$ cat src/rtl/pipelined_cla_adder_pkg.sv
// Shared definitions for the pipelined carry-lookahead adder/subtractor.
// Holds the add/subtract mode encoding, default geometry and a geometry check.
// No logic; imported by the adder top level.
package pipelined_cla_adder_pkg;

    typedef enum logic {
        MODE_ADD = 1'b0,
        MODE_SUB = 1'b1
    } mode_e;

    localparam int DEF_NBIT = 12;
    localparam int DEF_PIPE = 3;
    localparam int DEF_GRP  = 4;

    // Operand must split into PIPE equal, non-empty segments.
    function automatic bit nbit_pipe_ok(input int nbit, input int pipe);
        return (pipe >= 1) && (pipe <= nbit) && ((nbit % pipe) == 0);
    endfunction

endpackage

$ cat src/rtl/pipelined_cla_segment.sv
// Purpose: combinational W-bit adder slice built from GRP-bit lookahead groups.
// Latency: zero cycles, purely combinational.
// Backpressure: none; the enclosing pipeline stage decides when to capture.
module cla_segment #(
    parameter int W   = 4,
    parameter int GRP = 4
) (
    input  logic [W-1:0] a,
    input  logic [W-1:0] b,
    input  logic         ci,
    output logic [W-1:0] s,
    output logic         co,
    output logic         c_msb
);

    logic [W-1:0] g;
    logic [W-1:0] p;
    logic [W:0]   c;
    logic         cc;
    logic         pp;

    assign g = a & b;
    assign p = a ^ b;

    // Each bit's carry is a flat generate/propagate sum of products back to the
    // start of its group; only the group carry-in ripples between groups.
    always_comb begin
        c    = '0;
        cc   = 1'b0;
        pp   = 1'b1;
        c[0] = ci;
        for (int i = 0; i < W; i++) begin
            int lo;
            lo = (i / GRP) * GRP;
            cc = 1'b0;
            pp = 1'b1;
            for (int m = i; m >= lo; m--) begin
                cc = cc | (pp & g[m]);
                pp = pp & p[m];
            end
            c[i+1] = cc | (pp & c[lo]);
        end
    end

    assign s     = p ^ c[W-1:0];
    assign co    = c[W];
    assign c_msb = c[W-1];

endmodule

$ cat src/rtl/pipelined_cla_adder.sv
// Purpose: pipelined CLA adder/subtractor, one operand segment added per stage.
// Latency: PIPE cycles from accept to out_valid; one result per cycle sustained.
// Backpressure: a stage holds unless empty or draining; in_ready follows out_ready combinationally.
module pipelined_cla_adder
    import pipelined_cla_adder_pkg::*;
#(
    parameter int NBIT = DEF_NBIT,
    parameter int PIPE = DEF_PIPE,
    parameter int GRP  = DEF_GRP
) (
    input  logic            clk,
    input  logic            rst_n,
    input  logic            in_valid,
    output logic            in_ready,
    input  logic [NBIT-1:0] a,
    input  logic [NBIT-1:0] b,
    input  logic            cin,
    input  logic            sub,
    output logic            out_valid,
    input  logic            out_ready,
    output logic [NBIT-1:0] s,
    output logic            cout,
    output logic            ovf
);

    localparam int SEG = NBIT / PIPE;

    if (!nbit_pipe_ok(NBIT, PIPE)) begin : g_param_check
        $error("pipelined_cla_adder: NBIT must be a multiple of PIPE");
    end

    // acc: finished sum bits below the current segment, raw a bits above it.
    // bop: conditioned b bits not yet consumed (consumed bits are cleared).
    // co : carry leaving the most recently added segment.
    // cm : carry into the MSB of the most recently added segment.
    typedef struct packed {
        logic [NBIT-1:0] acc;
        logic [NBIT-1:0] bop;
        logic            co;
        logic            cm;
    } stage_t;

    stage_t          stage_in [PIPE];
    stage_t          stage_d  [PIPE];
    stage_t          stage_q  [PIPE];
    logic [PIPE-1:0] v;
    logic [PIPE-1:0] ld;
    logic [PIPE-1:0] src_vld;
    logic            go_chain;
    logic            sub_en;

    assign sub_en = (mode_e'(sub) == MODE_SUB);

    // Subtraction is a + ~b + 1 with the borrow-in folded into the carry-in.
    assign stage_in[0] = '{acc: a,
                           bop: b ^ {NBIT{sub_en}},
                           co:  cin ^ sub_en,
                           cm:  1'b0};

    // Walk from the output back to the input: a stage may load when it is
    // empty or when everything ahead of it is able to move this cycle.
    always_comb begin
        ld       = '0;
        src_vld  = '0;
        go_chain = out_ready;
        for (int k = PIPE - 1; k >= 0; k--) begin
            ld[k]    = !v[k] | go_chain;
            go_chain = ld[k];
        end
        in_ready   = go_chain;
        src_vld[0] = in_valid;
        for (int k = 1; k < PIPE; k++) begin
            src_vld[k] = v[k-1];
        end
    end

    for (genvar k = 0; k < PIPE; k++) begin : g_stage
        logic [SEG-1:0] seg_s;
        logic           seg_co;
        logic           seg_cm;
        stage_t         nxt;

        if (k > 0) begin : g_link
            assign stage_in[k] = stage_q[k-1];
        end

        cla_segment #(
            .W   (SEG),
            .GRP (GRP)
        ) u_seg (
            .a     (stage_in[k].acc[k*SEG +: SEG]),
            .b     (stage_in[k].bop[k*SEG +: SEG]),
            .ci    (stage_in[k].co),
            .s     (seg_s),
            .co    (seg_co),
            .c_msb (seg_cm)
        );

        // Splice this segment's sum into the skewed word and retire its b bits.
        always_comb begin
            nxt                   = stage_in[k];
            nxt.acc[k*SEG +: SEG] = seg_s;
            nxt.bop[k*SEG +: SEG] = '0;
            nxt.co                = seg_co;
            nxt.cm                = seg_cm;
        end

        assign stage_d[k] = nxt;
    end

    // Valid bits and stage data advance together; data only captured when a
    // real operation arrives so an idle output stays stable.
    always_ff @(posedge clk or negedge rst_n) begin
        if (!rst_n) begin
            v <= '0;
            for (int k = 0; k < PIPE; k++) begin
                stage_q[k] <= '0;
            end
        end else begin
            for (int k = 0; k < PIPE; k++) begin
                if (ld[k]) begin
                    v[k] <= src_vld[k];
                    if (src_vld[k]) begin
                        stage_q[k] <= stage_d[k];
                    end
                end
            end
        end
    end

    assign out_valid = v[PIPE-1];
    assign s         = stage_q[PIPE-1].acc;
    assign cout      = stage_q[PIPE-1].co;
    assign ovf       = stage_q[PIPE-1].co ^ stage_q[PIPE-1].cm;

endmodule

$ cat config.mk
export PLATFORM = sky130hd
export DESIGN_NAME = pipelined_cla_adder
export DESIGN_NICKNAME = d
export VERILOG_FILES = /design/src/rtl/pipelined_cla_adder_pkg.sv /design/src/rtl/pipelined_cla_segment.sv /design/src/rtl/pipelined_cla_adder.sv
export SDC_FILE = /design/constraint.sdc
export NUM_CORES = 1
export LEC_CHECK = 0
export ABC_AREA = 1
export BUFFER_PORTS_ARGS = -buffer_cell sky130_fd_sc_hd__buf_2
export CAP_MARGIN = 15
export CELL_PAD_IN_SITES_DETAIL_PLACEMENT = 1
export CELL_PAD_IN_SITES_GLOBAL_PLACEMENT = 2
export CORE_MARGIN = 10
export CORE_UTILIZATION = 33
export CTS_CLUSTER_DIAMETER = 30
export CTS_CLUSTER_SIZE = 30
export DETAILED_ROUTE_END_ITERATION = 10
export MAX_ROUTING_LAYER = met4
export PLACE_DENSITY = 0.78
export SLEW_MARGIN = 30
export SYNTH_ARGS = -nofsm -noshare
export SYNTH_HDL_FRONTEND = slang
export SYNTH_HIERARCHICAL = 1
export SYNTH_SLANG_ARGS = --single-unit
$ cat constraint.sdc
create_clock -name clk -period 2.05 [get_ports clk]
set_clock_uncertainty 0.1 [all_clocks]
set_input_delay 0.41 -clock clk [delete_from_list [all_inputs] [get_ports clk]]
set_output_delay 0.41 -clock clk [all_outputs]
set_load 0.05 [all_outputs]
==> results.cfg, run 1 <==
[status]
status = finished, violations left
violations = negative hold slack

[worst_setup_path]
crit_buf_inv = 1
cpPeakStageDelay_ns = 0.49
path_max_fanout = 13
end_kind = output pin
cpMaxStageDelayCell = dfrtp_1
crit_start = v[2]
required_ns = 1.54
startpoint_type = flip-flop
arrival_ns = 1.40
crit_chain = nand4_4 -> buf_2
worstReg2RegStart = stage_in[24]
cpLargestDelayFamily = flip-flops
critPathKind = flip-flop to output pin

[power_and_ir_drop]
leakage_uw = 0.001953
power_density_mw_per_mm2 = 1246
peakVddDrop_mv = 0.4651
totalPowerFinal_uw = 4255

[yosys]
yosysSeqAreaShare_pct = 44.95
syn_avg_cell_area_um2 = 8.057
synth_area_leaders = dfrtp_1, nand2_1, nand3_1
yosys.cell_types.count = 22
synth_top_area_share_pct = 44.95
ys_ff_latch = 55
yosysWarningCount = 6
synth_nets = 425
synth_top_area_cell = dfrtp_1
synthCells = 380
syn_area_mm2 = 0.003062

[clock_tree]
cts_inserted_buffers = 5
cts_num_sinks = 55
cts_resized = 0
cts.path.max_buffers = 2
cts_tree = built
ctsHtreeMaxLevel = 2
root_buffer = clkbuf_8
path_clk_slew_ns = 0.09
postCtsHoldBufs = 0
post-cts-setup-buffers = 0
clock_latency_ns = 0.31

[route]
drt-pass1-iter-count = 4
vias = 2379
drtIter0Drc = 115
vias_per_cell = 4.549
drc = 0
drtAntennaViolNets = 0
wire_per_inst_um = 12.72
wl_um = 6652

[sta]
timing.final.crit_share_pct = 93.39
max_slew_margin_pct = 61.81
rsz0062_at_grt = false
hold_violations = 11
clock.fmax_mhz = 522.3
finalMaxSlewViolations = 0
finalSetupTns_ns = 0
period_minus_slack_ns = 1.915
worst_pin_slew_ns = 0.5728
fin_hold_ws_ns = -0.01066
finalSetupViolCount = 0
fin_ws_ns = 0.1355

[global_route]
grt_pass1_vias = 2596
overflow = 0
grt_first_pass_wirelength_um = 12030
grt_max_degree = 33
grt_usage_pct = 10.94
antenna_found_initial = 0

[floorplan]
initial_core_util_pct = 33.45
die-area_mm2 = 0.01353
rows = 35
ios = 46
design.core.area_mm2 = 0.009153
die_h_um = 116.3
die_x_um = 116.3

[final_layout]
drive_gt1_share_pct = 18.93
antenna_cells = 0
final_nets = 456
area_growth_pct = 11.57
fin_area_mm2 = 0.003416
nFillCells = 1126

[run]
maxCapViolations = 0

[worst_hold_path]
hold_class = input pin to asynchronous set/reset pin

[place]
portBuffers = 45
post-place-ws_ns = 0.1316
placed_area_mm2 = 0.003298
gp_congestion = 0.7683
hpwl_um = 5222
-- registers in the layout (all words and copies together) (netlist names) --
signal and cells:
s 12, stage_in 18, v 3, g_stage.nxt 20, stage_q 1, cout 1
-- kinds of logic (layout without fill, tap and decap cells) --
family	after synthesis	count (layout)	synth area share (%)
compound gates	3	3	0.4903
simple gates	240	240	35.27
flops	55	55	44.95
buf+inv	58	90	9.848
fa+ha+maj	15	15	6.865
xor+xnor	9	9	2.575
-- cell usage in the layout, fill, tap and decap left out, drive strengths merged --
| cell | count |
|---|---|
| a21oi | 3 |
| buf | 51 |
| bufinv | 1 |
| clkbuf | 6 |
| clkinv | 1 |
| dfrtp | 55 |
| fa | 3 |
| ha | 12 |
| inv | 31 |
| nand2 | 162 |
| nand3 | 65 |
| nand4 | 7 |
| nor2 | 3 |
| or2 | 3 |
| xnor2 | 3 |
| xor2 | 6 |
-- worst paths after layout --
check                      slack, ns  cells past startpoint      endpoint
setup / recovery                0.14                      2      in_ready
hold / removal                 -0.01                      1         s[11]
setup reg to reg                0.46                      8         s[11]
hold reg to reg                 0.37                      2          s[4]
max in group asynchronous       1.30                      2  stage_in[46]
min in group clk                0.23                      3  stage_in[46]
-- through the flow --
step	cells	util, %
floorplan	380	-
global placement	515	36.04
detailed placement	515	36.04
CTS	523	37.32
global route	523	37.32
finish	523	37.32
-- cell type report --
| class | count | area, µm² | area share [%] |
|---|---|---|---|
| clock inverters | 2 | 35.03 | 1.026 |
| flip-flops and latches | 55 | 1376 | 40.29 |
| inverters | 31 | 116.4 | 3.407 |
| repair buffers | 51 | 282.8 | 8.278 |
| well taps | 111 | 138.9 | 4.066 |
| clock buffers | 6 | 82.58 | 2.418 |
| multi-input cells | 267 | 1384 | 40.51 |
-- worst reg2reg max path: stages, from the launching register on --
cell	delay [ns]
dfrtp_1	0.40
ha_1	0.36
or2_1	0.25
nand2_2	0.08
nand2_2	0.06
nand2_2	0.05
nand2_1	0.05
nand3_1	0.08
nand2_1	0.06
-- report_power, final --
group	leakage, µW	internal [µW]	total [µW]	switching (µW)
Combinational	0.00121	575	1860	1290
Clock	0.0000612	396	746	350
Sequential	0.000685	1430	1650	217
-- Yosys cell counts --
library cell	n
nand2_4	1
dfrtp_1	55
nand3_1	64
nand4_4	1
buf_4	14
nand3_4	1
buf_6	3
ha_1	12
buf_2	7
inv_1	30
fa_1	3
or2_1	3
a21oi_1	3
nand4_1	6
xnor2_1	3
clkbuf_1	2
nor2_1	3
nand2_1	146
buf_1	1
xor2_1	6
nand2_2	15
inv_2	1
-- per-layer routing --
| layer | routed length (µm) | part of all wire, % | up-vias | global-route usage, % |
|---|---|---|---|---|
| met1 | 3340 | 50 | 1088 | 14.17 |
| met2 | 2954 | 44 | 45 | 17.04 |
| met5 | 0 | 0 | - | - |
| li1 | - | - | 1244 | - |
| met3 | 304 | 4.6 | 2 | 2.157 |
| met4 | 53 | 0.80 | 0 | 3.003 |
(Power assumes the default switching activity.)
==> run 2: changes to the inputs <==
--- a/config.mk
+++ b/config.mk
@@ -10,6 +10,7 @@
 export CAP_MARGIN = 15
 export CELL_PAD_IN_SITES_DETAIL_PLACEMENT = 1
 export CELL_PAD_IN_SITES_GLOBAL_PLACEMENT = 2
+export CORE_ASPECT_RATIO = 2
 export CORE_MARGIN = 10
 export CORE_UTILIZATION = 33
 export CTS_CLUSTER_DIAMETER = 30
==> run 2 against run 1 <==
Net effect: the flow still finishes with violations (negative hold slack); via count is 2.4% higher; non-clock buffer count unchanged; register-to-register slack about the same; global-route usage up 0.46 points; setup slack better by 0.20 ns; routed wire length up 1.2%; power grew 5.0%; fmax is 12% higher; clock power increased by 27%; count of clock-buffer cells in the layout shrank 1; first-iteration DRC count down 58%; critical endpoint unchanged; largest power group unchanged; highest routed layer unchanged.
==> results.cfg, run 2 (synthesized netlist as in run 1, its figures left out) <==
[route]
drtIter0Drc = 48
vias_per_cell = 4.749
drtAntennaViolNets = 0
wire_per_inst_um = 13.12
vias = 2436
drt-pass1-iter-count = 4
drc = 0
wl_um = 6731

[place]
portBuffers = 45
hpwl_um = 5642
post-place-ws_ns = 0.08289
gp_congestion = 0.7897

[clock_tree]
path_clk_slew_ns = 0.06
clock_latency_ns = 0.30
cts_inserted_buffers = 5
postCtsHoldBufs = 0
root_buffer = clkbuf_16
cts_resized = 0
cts_num_sinks = 55
ctsHtreeMaxLevel = 2
cts.path.max_buffers = 2
post-cts-setup-buffers = 0
cts_tree = built

[global_route]
grt_pass1_vias = 2734
grt_max_degree = 35
grt_usage_pct = 11.40
overflow = 0
grt_first_pass_wirelength_um = 12520
antenna_found_initial = 0

[worst_setup_path]
rr_endpoint = s[11]
r2r_cells = 8
critPathKind = flip-flop to output pin
startpoint_type = flip-flop
cpPeakStageDelay_ns = 0.48
r2r_slack_ns = 0.46
crit_chain = nand4_4 -> buf_2
cpMaxStageDelayCell = dfrtp_1
required_ns = 1.54
end_kind = output pin
path_max_fanout = 4
arrival_ns = 1.20
crit_start = v[2]
worstReg2RegStart = stage_in[24]
crit_buf_inv = 1
cpLargestDelayFamily = flip-flops

[power_and_ir_drop]
switchingPower_uw = 1887
peakVddDrop_mv = 0.3537
p_comb_share_pct = 41.8
power_frac_seq_pct = 37.0
p_int_uw = 2580
power_density_mw_per_mm2 = 1295
clkPwrFrac_pct = 21.2
leakage_uw = 0.001967
p_sw_share_pct = 42.25

[final_layout]
drive_gt1_share_pct = 18.73
final_util_pct = 38.28
antenna_cells = 0
nFillCells = 1101
final_nets = 456
final_common_cell = nand2_1
largest_register_ffs = 20
final_cell_mix = nand2_1, nand3_1, dfrtp_1, buf_2, inv_1
area_growth_pct = 12.67

[sta]
finalMaxSlewViolations = 0
clock.fmax_mhz = 583.3
max_slew_margin_pct = 65.44
hold_violations = 21
fin_ws_ns = 0.3355
timing.final.crit_share_pct = 83.63
worst_pin_slew_ns = 0.5185
finalSetupViolCount = 0
finalSetupTns_ns = 0
fin_hold_ws_ns = -0.01660
period_minus_slack_ns = 1.714
rsz0062_at_grt = false

[floorplan]
die-area_mm2 = 0.01376
design.core.area_mm2 = 0.009012
die_x_um = 88.11
initial_core_util_pct = 33.97
rows = 49
ios = 46
die_h_um = 156.2

[run]
maxCapViolations = 0

[status]
status = finished, violations left
violations = negative hold slack

[worst_hold_path]
hold_class = input pin to asynchronous set/reset pin
## run 2: layer usage
metal	part of all wire, %	up-vias	track usage (%)
li1	-	1245	-
met1	35	1141	10.39
met2	58	43	21.41
met3	4.4	7	2.340
met4	2.3	0	5.259
met5	0	-	-
## run 2: cell type report
cell class | count | area [µm²] | share of cell area [%]
clock buffer | 5 | 125.1 | 3.627
inverter | 31 | 116.4 | 3.373
sequential | 55 | 1376 | 39.90
clock inverter | 2 | 37.54 | 1.088
tap | 102 | 127.6 | 3.700
multi-input combinational | 267 | 1384 | 40.12
timing repair buffer | 51 | 282.8 | 8.197
## run 2: power by group through the flow
stage	clock [µW]	combinational, µW	sequential, µW
2_1_floorplan	0	1620	1670
3_3_place_gp	0	1860	1670
3_5_place_dp	0	1910	1680
4_1_cts	981	1920	1660
5_1_grt	1010	2150	1710
6_report	948	1870	1650
## run 2: worst max path at each step
stage	to	cells past startpoint	slack [ns]
after global routing	in_ready	2	0.28
after floorplan	ovf	1	0.1
after global placement	g_stage[1].nxt[17]	10	0.12
after CTS	in_ready	2	0.31
final	in_ready	2	0.34
after detailed placement	g_stage[1].nxt[17]	10	0.08
## run 2: worst reg2reg max path: stages, from the launching register on
cell and delay [ns]:
dfrtp_1 0.39, ha_1 0.37, or2_1 0.26, nand2_2 0.08, nand2_2 0.06, nand2_2 0.05, nand2_1 0.04, nand3_1 0.07
nand2_1 0.06
## run 2: stage by stage
step / power [µW] / hold slack [ns] / cells / instance area, µm²
after floorplan: 3284 / 0.01441 / 380 / 3062
after global placement: 3528 / 0.3132 / 506 / 3287
after detailed placement: 3592 / 0.3187 / 506 / 3287
after CTS: 4565 / 0.001185 / 513 / 3450
after global routing: 4871 / 0.03095 / 513 / 3450
final: 4467 / -0.01660 / 513 / 3450
==> run 3: changes to the inputs <==
--- a/config.mk
+++ b/config.mk
@@ -5,19 +5,19 @@
 export SDC_FILE = /design/constraint.sdc
 export NUM_CORES = 1
 export LEC_CHECK = 0
-export ABC_AREA = 1
+export ABC_AREA = 0
 export BUFFER_PORTS_ARGS = -buffer_cell sky130_fd_sc_hd__buf_2
 export CAP_MARGIN = 15
 export CELL_PAD_IN_SITES_DETAIL_PLACEMENT = 1
 export CELL_PAD_IN_SITES_GLOBAL_PLACEMENT = 2
 export CORE_ASPECT_RATIO = 2
 export CORE_MARGIN = 10
-export CORE_UTILIZATION = 33
+export CORE_UTILIZATION = 36
 export CTS_CLUSTER_DIAMETER = 30
 export CTS_CLUSTER_SIZE = 30
 export DETAILED_ROUTE_END_ITERATION = 10
 export MAX_ROUTING_LAYER = met4
-export PLACE_DENSITY = 0.78
+export PLACE_DENSITY = 0.75
 export SLEW_MARGIN = 30
 export SYNTH_ARGS = -nofsm -noshare
 export SYNTH_HDL_FRONTEND = slang
==> constraint.sdc (replaced) <==
create_clock -name clk -period 1.5 [get_ports clk]
set_clock_uncertainty 0.1 [all_clocks]
set_input_delay 0.3 -clock clk [delete_from_list [all_inputs] [get_ports clk]]
set_output_delay 0.3 -clock clk [all_outputs]
set_load 0.05 [all_outputs]
==> run 3 against run 2 <==
Net effect: the flow finishes with violations (negative setup slack); power is 48% higher; count of clock-buffer cells in the layout is 1 higher; critical endpoint is now g_stage[2].nxt[20]; synthesized cell count is 47% lower; final area is 5.9% higher; largest power group unchanged; non-clock buffer count is 21 higher; global-route usage is 1.6 points lower; routed wire length is 18% lower; die area is 10% lower; largest cell class unchanged.
==> results.cfg, run 3 <==
[yosys]
synth_top_area_cell = dfrtp_1
synth_edf_count = 0
synth-main-ff-cell = dfrtp_1
yosysSeqAreaShare_pct = 47.01
async_reset_ff_share_pct = 100.0
synth_top_area_share_pct = 47.01
yosysWarningCount = 6
synthCells = 202
yosys.cell_types.count = 23
syn_avg_cell_area_um2 = 14.49
ys_ff_latch = 55
synth_nets = 247
synthMostInstantiatedCell = dfrtp_1
synthTopCellsByCount = dfrtp_1, mux2_4, mux2_2
syn_area_mm2 = 0.002928
synth_area_leaders = dfrtp_1, mux2_4, mux2_2

[clock_tree]
path_clk_slew_ns = 0.07
cts_tree = built
cts_inserted_buffers = 5
cts_num_sinks = 55
root_buffer = clkbuf_16
ctsHtreeMaxLevel = 2
clock_latency_ns = 0.29
cts.path.max_buffers = 2

[sta]
finalSetupViolCount = 14
clock.fmax_mhz = 586.1
fin_ws_ns = -0.2062
finalMaxSlewViolations = 0
period_minus_slack_ns = 1.706
timing.final.crit_share_pct = 113.7
hold_violations = 0
max_slew_margin_pct = 79.91
fin_hold_ws_ns = 0.1404
rsz0062_at_grt = true
worst_pin_slew_ns = 0.3013

[worst_setup_path]
required_ns = 1.57
end_kind = flip-flop
critPathKind = flip-flop to flip-flop
arrival_ns = 1.78
startpoint_type = flip-flop
path_max_fanout = 2

[global_route]
grt_max_degree = 45
grt_first_pass_wirelength_um = 9432
overflow = 0
grtUsageMet2_pct = 17.49
antenna_found_initial = 0
grt_pass1_vias = 1911
gr-usage-met1_pct = 9.681
busiest_layer = met2
grt_usage_pct = 9.748
grtUsageMet3_pct = 1.541

[final_layout]
largest_register_ffs = 20
antenna_cells = 0
drive_gt1_share_pct = 59.09
final_cell_mix = dfrtp_1, buf_2, mux2_4, mux2_2, buf_4
area_growth_pct = 24.83
final_common_cell = dfrtp_1
final_nets = 308
final_util_pct = 46.01

[route]
wire_per_inst_um = 15.35
wl_um = 5525
vias_per_cell = 4.597
drtAntennaViolNets = 0
drc = 0
drt-pass1-iter-count = 2
vias = 1655
drtIter0Drc = 31

[worst_hold_path]
hold_class = input pin to flip-flop

[place]
hpwl_um = 4268
portBuffers = 45
gp_congestion = 0.7491

[status]
status = finished, violations left
violations = negative setup slack

[power_and_ir_drop]
peakVddDrop_mv = 0.5710
leakage_uw = 0.001792
power_density_mw_per_mm2 = 1809

[floorplan]
die-area_mm2 = 0.01236
die_x_um = 83.77
initial_core_util_pct = 36.86
rows = 46
ios = 46
die_h_um = 147.5
design.core.area_mm2 = 0.007943

[run]
maxCapViolations = 0
[run 3: critical path: stages, from the launching register on]
cell and delay, ns:
dfrtp_1 0.39, ha_1 0.31, a211oi_2 0.27, nor2_1 0.10
xor2_1 0.15, mux2_4 0.28
[run 3: final cells by class]
cell class,count,area [µm²]
flip-flops and latches,55,1383
inverters,12,45.04
clock inverters,2,35.03
clock buffers,6,138.9
multi-input cells,117,1413
fillers,837,4288
well taps,96,120.1
repair buffers,72,520.5
[run 3: per-layer routing]
layer,vias to the layer above,share of wire [%]
li1,787,-
met4,0,2.7
met1,831,40
met3,8,2.1
met5,-,0
met2,29,56
[run 3: cell families (layout without fill, tap and decap cells)]
kind of cell | Yosys count | in the layout | share of synthesized area [%]
buffers and inverters | 30 | 92 | 7.478
DFF | 55 | 55 | 47.01
AOI/OAI and AO/OA | 12 | 12 | 3.718
adders and majority gates | 15 | 15 | 7.179
muxes | 52 | 52 | 23.85
xor gates and xnor gates | 23 | 23 | 6.881
and+or+nand+nor | 15 | 15 | 3.889
[run 3: timing repair]
action	4_1_cts	5_1_grt
cloned	0	0
gates resized for setup	16	13
endpoints found under the setup margin	19	18
hold buffers	1	0
buffers inserted	1	2
pin swaps	7	6
endpoints found under the hold margin	11	0
[run 3: final timing paths]
check                                   from            endpoint  slack, ns  depth (start not counted)
worst max-delay path            stage_in[44]  g_stage[2].nxt[20]      -0.21                          5
worst min-delay path                    a[5]        stage_in[45]       0.14                          2
worst max register to register  stage_in[44]  g_stage[2].nxt[20]      -0.21                          5
worst min register to register          s[4]                s[4]       0.40                          1
max in group asynchronous              rst_n        stage_in[10]       0.45                          3
min in group asynchronous              rst_n                v[0]       0.32                          2
[run 3: where the power goes]
group,switching [µW],internal (µW),total [µW]
Sequential,344,2010,2350
Clock,497,830,1330
Combinational,1530,1400,2930
[run 3: per-stage QoR]
| step | total power, µW | instances | cell area, µm² | worst slack (ns) | setup TNS (ns) |
|---|---|---|---|---|---|
| after floorplan | 4677 | 202 | 2973 | -0.4584 | -5.478 |
| after global placement | 5089 | 348 | 3337 | -0.4691 | -3.343 |
| after detailed placement | 5185 | 348 | 3337 | -0.4780 | -3.818 |
| after CTS | 6645 | 358 | 3582 | -0.2199 | -1.672 |
| after global routing | 7062 | 360 | 3655 | -0.2920 | -2.711 |
| final | 6612 | 360 | 3655 | -0.2062 | -1.709 |
